## config.mk

```make
export PLATFORM = sky130hd
export DESIGN_NAME = serial_adder_flat
export DESIGN_NICKNAME = d
export VERILOG_FILES = /design/src/rtl/serial_adder_if.sv /design/src/rtl/serial_adder.sv /design/src/flat_wrapper.sv
export SDC_FILE = /design/constraint.sdc
export NUM_CORES = 1
export LEC_CHECK = 0
export CORE_ASPECT_RATIO = 0.7
export CORE_MARGIN = 5
export CORE_UTILIZATION = 45
export DETAILED_ROUTE_END_ITERATION = 12
export GPL_TIMING_DRIVEN = 0
export PLACE_DENSITY = 0.67
export SYNTH_ARGS = -nofsm -noshare
export SYNTH_HDL_FRONTEND = slang
export SYNTH_SLANG_ARGS = --single-unit
```

## constraint.sdc

```tcl
create_clock -name clk -period 1.7 [get_ports clk]
set_input_delay 0.255 -clock clk [delete_from_list [all_inputs] [get_ports clk]]
set_output_delay 0.255 -clock clk [all_outputs]
set_load 0.02 [all_outputs]
```

## src/rtl/serial_adder_if.sv

```systemverilog
// Purpose: operand/result bundle for the bit-serial adder (request side and result side).
// Latency: none; the bundle only groups wires.
// Backpressure: the master must wait for busy=0 before a new start is taken.
//
// Ports / signals:
//   start      master->slave  request, honoured only while the adder is idle
//   a, b, cin  master->slave  operands, captured on the accept edge
//   busy       slave->master  request in progress (RUN and DONE)
//   done       slave->master  one-cycle pulse, sum/cout just updated
//   sum, cout  slave->master  registered result, held until the next completion
interface serial_adder_if #(
   parameter int WIDTH = 8
);
   logic             start;
   logic [WIDTH-1:0] a;
   logic [WIDTH-1:0] b;
   logic             cin;
   logic             busy;
   logic             done;
   logic [WIDTH-1:0] sum;
   logic             cout;

   modport master (
      output start, a, b, cin,
      input  busy, done, sum, cout
   );

   modport slave (
      input  start, a, b, cin,
      output busy, done, sum, cout
   );
endinterface

```

## src/rtl/serial_adder.sv

```systemverilog
// Purpose: bit-serial adder, {cout,sum} = a + b + cin, one bit pair per cycle, LSB first.
// Latency: accept at edge T, result and done at edge T+WIDTH, idle again after T+WIDTH+1.
// Backpressure: start is ignored while busy; no queueing, the requester must retry.
//
// Ports:
//   clk    rising-edge clock
//   rst_n  asynchronous active-low reset; discards any operation in flight
//   bus    serial_adder_if slave modport (start/a/b/cin in, busy/done/sum/cout out)
module serial_adder #(
   parameter int WIDTH = 8
) (
   input  logic           clk,
   input  logic           rst_n,
   serial_adder_if.slave  bus
);

   localparam int CW = (WIDTH > 1) ? $clog2(WIDTH) : 1;
   localparam logic [CW-1:0] LAST_BIT = CW'(WIDTH - 1);

   typedef enum logic [1:0] {
      IDLE = 2'd0,
      RUN  = 2'd1,
      DONE = 2'd2
   } state_t;

   state_t           state_q;
   state_t           state_d;
   logic             load;
   logic             last;

   logic [WIDTH-1:0] a_sh;
   logic [WIDTH-1:0] b_sh;
   logic [WIDTH-1:0] s_sh;
   logic             carry;
   logic [CW-1:0]    cnt;
   logic [WIDTH-1:0] sum_q;
   logic             cout_q;
   logic             done_q;

   // one full-add bit built from two cascaded half-add stages
   logic s1;
   logic c1;
   logic s;
   logic c2;
   logic carry_nxt;

   always_comb begin
      s1        = a_sh[0] ^ b_sh[0];
      c1        = a_sh[0] & b_sh[0];
      s         = s1 ^ carry;
      c2        = s1 & carry;
      carry_nxt = c1 | c2;
   end

   // state register
   always_ff @(posedge clk or negedge rst_n) begin
      if (!rst_n) begin
         state_q <= IDLE;
      end else begin
         state_q <= state_d;
      end
   end

   // next-state and control decode
   always_comb begin
      state_d = state_q;
      load    = 1'b0;
      last    = 1'b0;
      case (state_q)
         IDLE: begin
            if (bus.start) begin
               load    = 1'b1;
               state_d = RUN;
            end
         end
         RUN: begin
            if (cnt == LAST_BIT) begin
               last    = 1'b1;
               state_d = DONE;
            end
         end
         DONE: begin
            state_d = IDLE;
         end
         default: begin
            state_d = IDLE;
         end
      endcase
   end

   // datapath: operand shifters, carry flop, sum shifter, bit counter, result registers
   always_ff @(posedge clk or negedge rst_n) begin
      if (!rst_n) begin
         a_sh   <= '0;
         b_sh   <= '0;
         s_sh   <= '0;
         carry  <= 1'b0;
         cnt    <= '0;
         sum_q  <= '0;
         cout_q <= 1'b0;
         done_q <= 1'b0;
      end else begin
         // done is high only for the cycle spent in DONE
         done_q <= last;
         if (load) begin
            a_sh  <= bus.a;
            b_sh  <= bus.b;
            carry <= bus.cin;
            s_sh  <= '0;
            cnt   <= '0;
         end else if (state_q == RUN) begin
            a_sh  <= {1'b0, a_sh[WIDTH-1:1]};
            b_sh  <= {1'b0, b_sh[WIDTH-1:1]};
            carry <= carry_nxt;
            // sum bits enter at the MSB so the LSB lands at bit 0 after WIDTH shifts
            s_sh  <= {s, s_sh[WIDTH-1:1]};
            cnt   <= cnt + CW'(1);
            if (last) begin
               sum_q  <= {s, s_sh[WIDTH-1:1]};
               cout_q <= carry_nxt;
            end
         end
      end
   end

   assign bus.busy = (state_q != IDLE);
   assign bus.done = done_q;
   assign bus.sum  = sum_q;
   assign bus.cout = cout_q;

endmodule

```

## src/flat_wrapper.sv

```systemverilog
// flat-port wrapper written by rule: the top's interface ports become plain ports
module serial_adder_flat 
#(
   parameter int WIDTH = 8
)
  (clk, rst_n, bus_start, bus_a, bus_b, bus_cin, bus_busy, bus_done, bus_sum, bus_cout);
  serial_adder_if #(.WIDTH(WIDTH)) bus_i ();
  input  logic clk;
  input  logic rst_n;
  input wire logic [$bits(bus_i.start)-1:0] bus_start;
  input wire logic [$bits(bus_i.a)-1:0] bus_a;
  input wire logic [$bits(bus_i.b)-1:0] bus_b;
  input wire logic [$bits(bus_i.cin)-1:0] bus_cin;
  output wire logic [$bits(bus_i.busy)-1:0] bus_busy;
  output wire logic [$bits(bus_i.done)-1:0] bus_done;
  output wire logic [$bits(bus_i.sum)-1:0] bus_sum;
  output wire logic [$bits(bus_i.cout)-1:0] bus_cout;
  assign bus_i.start = bus_start;
  assign bus_i.a = bus_a;
  assign bus_i.b = bus_b;
  assign bus_i.cin = bus_cin;
  assign bus_busy = bus_i.busy;
  assign bus_done = bus_i.done;
  assign bus_sum = bus_i.sum;
  assign bus_cout = bus_i.cout;
  serial_adder #(.WIDTH(WIDTH)) u_core (.clk(clk), .rst_n(rst_n), .bus(bus_i));
endmodule
```

-- After elaboration in Yosys (flattened, before gate mapping)
Cells that the tools add are included.
- $add $sub $neg: 1
- bitwise gates (word level): 6
- multiplexer cells: 17
- eq/ne operators: 4
- reductions and logical operators: 5
- operator list (kind ; count):
    two-way mux 8 bit ; 6
    two-way mux 1 bit ; 6
    two-way mux 3 bit ; 2
    two-way mux 2 bit ; 2
    one-hot mux 2 bit (2 select lines) ; 1
    nonzero test 2 bit ; 2
    adder 3 x 1 -> 3 bit (second input constant) ; 1
    equality test 3 bit (second input constant) ; 1
    AND reduction 3 bit ; 1
    AND 1 bit ; 2
    equality test 2 x 1 -> 1 bit (second input constant) ; 1
    logical NOT 2 bit ; 1
    != test 2 x 1 -> 1 bit (second input constant) ; 1
    != test 2 bit (second input constant) ; 1
    AND reduction 2 bit ; 1
    XOR 1 bit ; 2
    inverter 1 bit ; 1
    OR 1 bit ; 1
- output and inout bits: 11
- input port bits: 20
- bits in registers: 40
- word-level logic and storage cells: 42

-- Logic depth before layout (Yosys ltp)
- depth after elaboration: 5
- depth in mapped cells: 5
- depth with buffers taken out: 5

-- Worst setup path after synthesis
No wires, ideal clock.
- kind: register to register
- from: register u_core.cnt[0]
- to: register u_core.sum_q[0] (netlist: u_core.bus.sum[0])
- cell stages (with the launch flop): 6
- data arrival time: 1235 ps
- slack: 340 ps
- cell sequence: dfrtp_1 ha_1 ha_1 nand2_4 inv_1 mux2_4
- word-level cells in the longest chain between the ends: 4
- RTL lines (what ; RTL line ; source):
    start: declaration ; serial_adder.sv:35 ; logic [CW-1:0] cnt;
    start signal: assignment ; serial_adder.sv:117 ; cnt <= cnt + CW'(1);
    equality test 3 bit ; serial_adder.sv:77 ; if (cnt == LAST_BIT) begin
    two-way mux 1 bit ; serial_adder.sv:77 ;
    two-way mux 1 bit ; serial_adder.sv:69 ; case (state_q)
    net u_core.last ; serial_adder.sv:29 ; logic last;
    AND reduction 3 bit (no source line) ; n/a ;
    end signal: assignment ; serial_adder.sv:119 ; sum_q <= {s, s_sh[WIDTH-1:1]};
    end: declaration ; serial_adder.sv:36 ; logic [WIDTH-1:0] sum_q;
The timed path passes the listed nets, and every way through them passes these cells.
A chain may end at the register's enable or synchronous reset.

-- Final worst setup path
- from: register u_core.state_q[1]
- to: output port bus_busy
- word-level cells in the longest chain between the ends: 1
- RTL lines (what ; RTL line ; source):
    start: declaration ; serial_adder.sv:26 ; state_t state_q;
    start signal: assignment ; serial_adder.sv:60 ; state_q <= state_d;
    nonzero test 2 bit ; serial_adder.sv:126 ; assign bus.busy = (state_q != IDLE);
    end: declaration ; flat_wrapper.sv:14 ; output wire logic [$bits(bus_i.busy)-1:0] bus_busy;
Every way passes these cells.

==> flow_metrics.tcl <==
set metrics [dict create \
    fin_hold_ws_ps 72.04 \
    synth_top_cells_by_count "dfrtp_1 (39), nor3_1 (24), nor2_1 (14)" \
    final_cells 233 \
    fin_tns_setup_ps 0 \
    grt_pass1_wl_um 5996 \
    grt-ovfl-total 0 \
    status "complete, no violations" \
    syn_nets 168 \
    worst_slew_pin_slew_ps 859.0 \
    postRouteAntennaNets 0 \
    routed_via_density 5.322 \
    cp-end-kind "output pin" \
    path_class "register to output pin" \
    clk_pin_slew_worst_paths_ps 80 \
    totalWireLength_um 3501 \
    n_antenna_cell 0 \
    num-nets-final 205 \
    routedWlPerCell_um 15.03 \
    slew_headroom 0.4273 \
    die_h_um 61.83 \
    leakage_nw 0.9754 \
    portBuffers 30 \
    arrival_ps 1290 \
    final_area_um2 2191 \
    rows 18 \
    fmax_mhz 648.4 \
    syn2layout_area_growth_pct 26.88 \
    dieWidth_um 84.04 \
    yosys_warnings 0 \
    post-route-period-util 0.9072 \
    ys.flop_type "dfrtp_1" \
    drive_gt1_frac 0.1858 \
    clkSinkCount 39 \
    async_flop_share 1.000 \
    hold_violations 0 \
    p_per_area_nw_per_um2 1811 \
    place_ws_ps -71.74 \
    yosysUniqueCellTypes 25 \
    yosys_register_bits 39 \
    yosysMostFrequentCell "dfrtp_1" \
    core_um2 3603 \
    syn-mean-instance-area_um2 11.91 \
    grtUsageTotal 0.1492 \
    dp_cells 225 \
    cpPeakStageDelay_ps 380 \
    start_util 0.4792 \
    io-pin-count 31 \
    antenna_found_initial 0 \
    total_power_mw 3.968 \
    utilization 0.6080 \
    firstDrtPassIters 4 \
    syn-instance-count 145 \
    hold_path_class "input port to async pin" \
    grt_max_degree 40 \
    fin_crit_ps 1542 \
    gp_congestion 0.7792 \
    max-clock-path-buffers 2 \
    critPathSlowestCell "dfrtp_1" \
    root_buffer "clkbuf_8" \
    rsz0062_at_grt "false" \
    drc_errors 0 \
    synth_top_area_cell "dfrtp_1" \
    setup_viol_count_final 0 \
    worstPathRequired_ps 1440 \
    cts_setup_buffers 0 \
    ys_seq_area_frac 0.5652 \
    fin_skew_ps 5.346 \
    path_max_fanout 10 \
    worstPathCellList "buf_6 > buf_4 > nor2_4 > inv_1 > clkbuf_2" \
    max_cap_violations 0 \
    netlist_area_um2 1727 \
    peakVddDrop_mv 0.9520 \
    finalMaxSlewViolations 0 \
    dr_total_vias 1240 \
    dp_hpwl_um 2437 \
    cts_buffers 5 \
    critPathLaunchType "register" \
    synth_top_area_frac 0.5652 \
    dieArea_um2 5195 \
    worst_slack_ps 157.7 \
    synth_edf_count 0 \
    placed_area_um2 2085 \
    grt_pass1_vias 1221 \
    insertion_delay_ps 290 \
    first_iter_violations 61 \
    cts_tree "done" \
    htree_levels 2 \
    synthTopCellsByArea "dfrtp_1 (57%), nor3_1 (7.0%), mux2_2 (5.2%), nor3b_1 (5.2%), a22o_1 (4.6%)" \
]
[registers in the layout (all words and copies together) (netlist names)]
| register | count |
|---|---|
| u_core.state_q | 2 |
| u_core.b_sh | 8 |
| u_core.s_sh | 7 |
| u_core.bus.done | 1 |
| u_core.bus.sum | 8 |
| u_core.cnt | 3 |
| u_core.a_sh | 8 |
| u_core.bus.cout | 1 |
| u_core.carry | 1 |
[what timing repair did]
item | in CTS | in global routing
pin swaps | 0 | 0
endpoints found under the hold margin | 0 | 0
gates resized for setup | 4 | 1
setup endpoints to repair | 1 | 1
hold buffers | 0 | 0
[worst paths after layout]
| path | start | end | slack, ps | cells past startpoint |
|---|---|---|---|---|
| max | u_core.state_q[1] | bus_busy | 160 | 5 |
| min | rst_n | u_core.s_sh[6] | 70 | 1 |
| max reg2reg | u_core.cnt[0] | u_core.bus.sum[0] | 260 | 5 |
| min reg2reg | u_core.a_sh[7] | u_core.a_sh[7] | 500 | 1 |
| max in group asynchronous | rst_n | u_core.a_sh[0] | 1090 | 1 |
| min in group clk | u_core.a_sh[7] | u_core.a_sh[7] | 500 | 1 |
[kinds of logic after synthesis]
family          count (synthesis)  share of synthesized area
buf+inv                        13                    0.04782
simple gates                   61                     0.1993
compound gates                 19                    0.09203
flops                          39                     0.5652
mux                            10                    0.06957
fa+ha+maj                       3                    0.02609
[final cells by class]
class	instances	area (um2)
clock inverter	1	7.507
buffer	10	71.32
clock buffer	7	96.34
inverter	3	11.26
tap	50	62.56
sequential	39	975.9
multi-input combinational	93	675.6
fill	304	1413
timing repair buffer	30	290.3
[metal layers]
metal	GRT usage	up-vias	share of wire
met5	0	-	0
met4	0.05505	0	0.0089
met3	0.04348	6	0.049
met2	0.2191	29	0.44
met1	0.2124	616	0.50
li1	-	589	-
[critical path, delay by kind of cell, from the launching register on]
family	cells	cell delay (ps)
DFF	1	380
and+or+nand+nor	1	110
buffers and inverters	4	520
[cells in the final DEF, fill, tap and decap left out]
cell | netlist | layout
a22o_1 | 9 | 9
buf_4 | 2 | 2
mux2_4 | 2 | 2
clkbuf_2 | 0 | 1
buf_6 | 3 | 3
a21oi_1 | 1 | 1
dfrtp_1 | 39 | 39
a221o_1 | 3 | 3
nor3b_1 | 12 | 12
nand2_4 | 1 | 1
o21ba_2 | 1 | 1
nor2_4 | 0 | 1
clkbuf_8 | 0 | 7
nor3_1 | 24 | 24
nor2b_4 | 1 | 1
inv_1 | 3 | 3
mux2_2 | 8 | 8
ha_1 | 2 | 2
nor2_1 | 14 | 13
nand2b_1 | 4 | 4
clkbuf_1 | 2 | 2
or2_4 | 1 | 1
fa_1 | 1 | 1
clkinvlp_4 | 0 | 1
a32o_1 | 2 | 2
o21ai_0 | 3 | 3
nand2_1 | 3 | 3
buf_2 | 3 | 4
or2b_4 | 1 | 1
clkdlybuf4s50_1 | 0 | 28
[report_power, final]
part           internal [mW]  switching (mW)  total [mW]
clock                  0.369           0.324       0.693
sequential              1.35           0.258        1.61
combinational          0.878           0.785        1.66
total                   2.60            1.37        3.97
No activity file was read; power rests on OpenSTA's default activity.
==> patch 1 (config.mk and constraints unchanged) <==
Make the reset (`rst_n`) synchronous in 2 clocked blocks. Comments in the files are not updated.
--- a/src/rtl/serial_adder.sv
+++ b/src/rtl/serial_adder.sv
@@ -54,5 +54,5 @@
 
    // state register
-   always_ff @(posedge clk or negedge rst_n) begin
+   always_ff @(posedge clk) begin
       if (!rst_n) begin
          state_q <= IDLE;
@@ -90,5 +90,5 @@
 
    // datapath: operand shifters, carry flop, sum shifter, bit counter, result registers
-   always_ff @(posedge clk or negedge rst_n) begin
+   always_ff @(posedge clk) begin
       if (!rst_n) begin
          a_sh   <= '0;
Behaviour: differs if rst_n is asserted again (counterexample within 4 cycles, from zero or initial values and one cycle with rst_n low); with rst_n held inactive, the same outputs for 10 cycles.
==> patch 1 against the original RTL <==
Sequential cell count unchanged; wire length increased by 1.7%; worst setup slack got worse by 71 ps; final area decreased by 5.4%; synthesized area decreased by 6.2%; worst hold slack improved by 300 ps.
Power is not compared: it rests on default switching activity, and its combinational part moved more than twofold at a synthesized area within 25%.
==> patch 1: results (changes against the original RTL) <==
status: "completed"  # unchanged
seq_share_pct: 37.66  # was 44.55%
ys_top_cells_by_area: "dfxtp_1 (48%), a21oi_1 (11%), nand2_1 (9.5%), a21boi_0 (4.2%), nand3_1 (3.4%)"  # was dfrtp_1 (57%), nor3_1 (7.0%), mux2_2 (5.2%), nor3b_1 (5.2%), a22o_1 (4.6%)
wl_met1_mm: 1.716  # was 1.755 mm
critPathArrivalTime_ps: 1360  # was 1290 ps
io_buffer_count: 29  # was 30
die_area_sq_um: 4920  # was 5195 sq um
place_congestion: 0.7628  # was 0.7792
drive_gt1_share_pct: 11.79  # was 18.58%
seqCellArea_sq_um: 780.7  # was 975.9 sq um
final_nets: 251  # was 205
ys_top_cells_by_count: "nand2_1 (41), dfxtp_1 (39), a21oi_1 (36)"  # was dfrtp_1 (39), nor3_1 (24), nor2_1 (14)
path_clk_slew_ps: 70
multi_input_cells: 137  # was 93
synthCells: 192  # was 145
wl_met2_mm: 1.600  # was 1.540 mm
num-nonclk-buffers: 44  # was 40
grt_use_met3_pct: 4.518  # was 4.348%
nClkBuffers: 8  # was 7
finClkSkew_ps: 6.831  # was 5.346 ps
track_usage_pct: 16.09  # was 14.92%
dp_hpwl_mm: 2.693  # was 2.437 mm
grtUsageMet1_pct: 22.63  # was 21.24%
area_share_clock_buf_inv_pct: 4.828  # was 4.740%
placed_area_sq_um: 1973  # was 2085 sq um
vias: 1417  # was 1240
synth_seq_area_share_pct: 48.19  # was 56.52%
route.met3.wl_um: 221  # was 173 um
powerDensity_nw_per_um2: 913.9
max_stage_delay_ps: 330  # was 380 ps
cts_resized: 1  # was 4
pre_cts_ws_ps: -84.55  # was -71.74 ps
grt_max_degree: 12  # was 40
stdcell_count: 279  # was 233
crit_slowest_cell: "dfxtp_1"  # was dfrtp_1
synth.distinct_cells: 29  # was 25
grt_pass1_wl_mm: 5.982  # was 5.996 mm
dp_cells: 271  # was 225
syn-num-nets: 215  # was 168
buffer_area_share_pct: 18.29  # was 16.50%
grt_pass1_vias: 1246  # was 1221
multi_input_area_sq_um: 747.0  # was 675.6 sq um
tightest_slew_ps: 466.2  # was 859.0 ps
ir_drop_mv: 0.5013
hp-class: "input port to register"  # was input port to asynchronous set/reset pin
met2_usage_pct: 22.78  # was 21.91%
drtIter0Drc: 81  # was 61
async_flop_share_pct: 0  # was 100.0%
fin_setup_tns_ps: 0  # unchanged
routedWlPerCell_um: 12.77  # was 15.03 um
synth_flop_cell: "dfxtp_1"  # was dfrtp_1
[patch 1: changes by cell type after synthesis, sizes merged, moves of 11 or more]
| cell | change |
|---|---|
| dfrtp | -39 |
| dfxtp | +39 |
| nand2 | +38 |
| a21oi | +35 |
| nor3 | -24 |
| a21boi | +11 |
| nand3 | +11 |
[patch 1: worst paths after layout]
path / startpoint / endpoint / cells after the start / slack (ps)
setup / recovery: u_core.state_q[0] / bus_busy / 3 / 90
hold / removal: rst_n / u_core.bus.sum[2] / 2 / 370
setup reg to reg: u_core.cnt[0] / u_core.bus.sum[5] / 5 / 160
hold reg to reg: u_core.a_sh[4] / u_core.a_sh[3] / 2 / 450
[patch 1: cells by family (layout without fill, tap and decap cells)]
logic type | count (synthesis) | count (layout) | synth area share (%)
and+or+nand+nor | 70 | 70 | 19.77
AOI/OAI and AO/OA | 63 | 63 | 23.01
xor gates and xnor gates | 1 | 1 | 0.5406
DFF | 39 | 39 | 48.19
adders and majority gates | 3 | 3 | 2.780
buffers and inverters | 16 | 53 | 5.714
==> patch 2 (same settings) <==
Made on the original files. `WIDTH` is set to 8 in 3 places; all go to 4.
--- a/src/rtl/serial_adder_if.sv
+++ b/src/rtl/serial_adder_if.sv
@@ -10,5 +10,5 @@
 //   sum, cout  slave->master  registered result, held until the next completion
 interface serial_adder_if #(
-   parameter int WIDTH = 8
+   parameter int WIDTH = 4
 );
    logic             start;
--- a/src/rtl/serial_adder.sv
+++ b/src/rtl/serial_adder.sv
@@ -8,5 +8,5 @@
 //   bus    serial_adder_if slave modport (start/a/b/cin in, busy/done/sum/cout out)
 module serial_adder #(
-   parameter int WIDTH = 8
+   parameter int WIDTH = 4
 ) (
    input  logic           clk,
--- a/src/flat_wrapper.sv
+++ b/src/flat_wrapper.sv
@@ -2,5 +2,5 @@
 module serial_adder_flat 
 #(
-   parameter int WIDTH = 8
+   parameter int WIDTH = 4
 )
   (clk, rst_n, bus_start, bus_a, bus_b, bus_cin, bus_busy, bus_done, bus_sum, bus_cout);
Ports: changed (resized bus_a, bus_b and bus_sum); port bits go from 31 to 19. The function was not compared with the original's and may differ.
==> patch 2 against the original RTL <==
Sequential power fell by 42%; non-clock buffer count fell by 21; wire length fell by 48%; total power fell by 45%; worst setup slack got worse by 40 ps; synthesized cell count fell by 49%; final area fell by 46%; synthesized area fell by 46%; die area fell by 40%; cell count fell by 49%; global-route usage fell by 1.7 points; sequential cell count fell by 17; critical endpoint unchanged; largest cell class unchanged; largest power group unchanged.
==> patch 2: results (changes against the original RTL) <==
stdcell_count: 118  # was 233
finClkSkew_ps: 4.326  # was 5.346 ps
syn-num-nets: 88  # was 168
tightest_slew_ps: 940.7  # was 859.0 ps
clk_latency_ps: 300
finalCriticalPeriod_ps: 1582  # was 1542 ps
cp-endpoint: "bus_busy"  # unchanged
grt_max_degree: 23  # was 40
ir_drop_mv: 1.040  # was 0.9520 mV
diodes: 0  # unchanged
path_clk_slew_ps: 120  # was 80 ps
cts_root_buf: "clkbuf_4"  # was clkbuf_8
clockBufferDepth: 2  # unchanged
drtIter0Drc: 66  # was 61
antenna_found_initial: 0  # unchanged
fin_hold_ws_ps: 465.5  # was 72.04 ps
cts.sinks: 22  # was 39
syn_area_per_cell_sq_um: 12.68  # was 11.91 sq um
async_flop_share_pct: 100.0  # unchanged
cp_max_fo: 7  # was 10
routed_wl_mm: 1.822  # was 3.501 mm
status: "completed"  # unchanged
track_usage_pct: 13.23  # was 14.92%
grt_pass1_wl_mm: 3.029  # was 5.996 mm
synth_warnings: 0  # unchanged
hp-class: "input port to asynchronous set/reset pin"  # unchanged
placed_area_sq_um: 1146  # was 2085 sq um
htree_levels: 1  # was 2
dp_hpwl_mm: 1.344  # was 2.437 mm
cts_inserted_buffers: 3  # was 5
drive_gt1_share_pct: 14.58  # was 18.58%
pre_cts_ws_ps: 140.8  # was -71.74 ps
grt_pass1_vias: 673  # was 1221
ys_top_cells_by_area: "dfrtp_1 (59%), o22ai_1 (8.7%), mux2_4 (6.4%), a21oi_1 (4.8%), a22o_1 (3.7%)"  # was dfrtp_1 (57%), nor3_1 (7.0%), mux2_2 (5.2%), nor3b_1 (5.2%), a22o_1 (4.6%)
synth_seq_area_share_pct: 58.67  # was 56.52%
r2r_start: "u_core.state_q[0]"  # was u_core.cnt[0]
critPathArrivalTime_ps: 1330  # was 1290 ps
io_buffer_count: 18  # was 30
p_leak_uw: 0.0005420  # was 0.0009754 uW
r2r_cells: 4  # was 5
criticalPathCategory: "register to output pin"  # unchanged
reg2reg_slack_ps: 330  # was 260 ps
place_congestion: 0.7678  # was 0.7792
synth.distinct_cells: 21  # was 25
ys_top_cells_by_count: "dfrtp_1 (22), o22ai_1 (13), a21oi_1 (9)"  # was dfrtp_1 (39), nor3_1 (24), nor2_1 (14)
dp_cells: 114  # was 225
via_per_inst: 5.644  # was 5.322
cts_resized: 1  # was 4
patch 2: cell count changes after synthesis, moves of 12 or more:
cell,unedited run,this run
nor2_1,14,1
nor3_1,24,0
nor3b_1,12,0
o22ai_1,0,13
dfrtp_1,39,22
patch 2: worst min-delay path by stage:
stage                            from           endpoint  cells after the start
finish                          rst_n     u_core.b_sh[1]                      1
global route                    rst_n     u_core.b_sh[1]                      1
CTS                             rst_n     u_core.b_sh[1]                      1
detailed placement  u_core.bus.sum[0]  u_core.bus.sum[0]                      1
global placement    u_core.bus.sum[0]  u_core.bus.sum[0]                      1
floorplan                       rst_n     u_core.a_sh[0]                      0
patch 2: per-layer routing:
metal,GRT usage [%],vias to the layer above,share of wire [%]
li1,-,325,-
met1,17.30,325,50
met2,20.90,14,45
met3,5.300,2,4.6
met4,3.782,0,0.49
met5,0,-,0
patch 2: worst max-delay path: stages, from the launching register on:
cell and delay [ps]:
dfrtp_1 490, nor2_2 170, inv_1 50, dlygate4sd2_1 320
patch 2: cells by family after synthesis:
| family | count (synthesis) | synth area share [%] |
|---|---|---|
| compound gates | 30 | 20.67 |
| flops | 22 | 58.67 |
| simple gates | 9 | 7.065 |
| buf+inv | 6 | 2.532 |
| mux | 5 | 7.600 |
| fa+ha+maj | 2 | 3.467 |
patch 2: cell type report:
type | count | area, sq um
Buffer | 1 | 5.005
Clock buffer | 4 | 36.28
Fill cell | 166 | 735.7
Inverter | 5 | 18.77
Multi-Input combinational cell | 46 | 366.6
Sequential cell | 22 | 550.5
Tap cell | 22 | 27.53
Timing Repair Buffer | 18 | 178.9
patch 2: report_power, final:
part | internal [uW] | switching (uW) | total, uW
Sequential | 758 | 182 | 940
Clock | 131 | 151 | 282
Combinational | 507 | 472 | 979
Total | 1400 | 805 | 2200
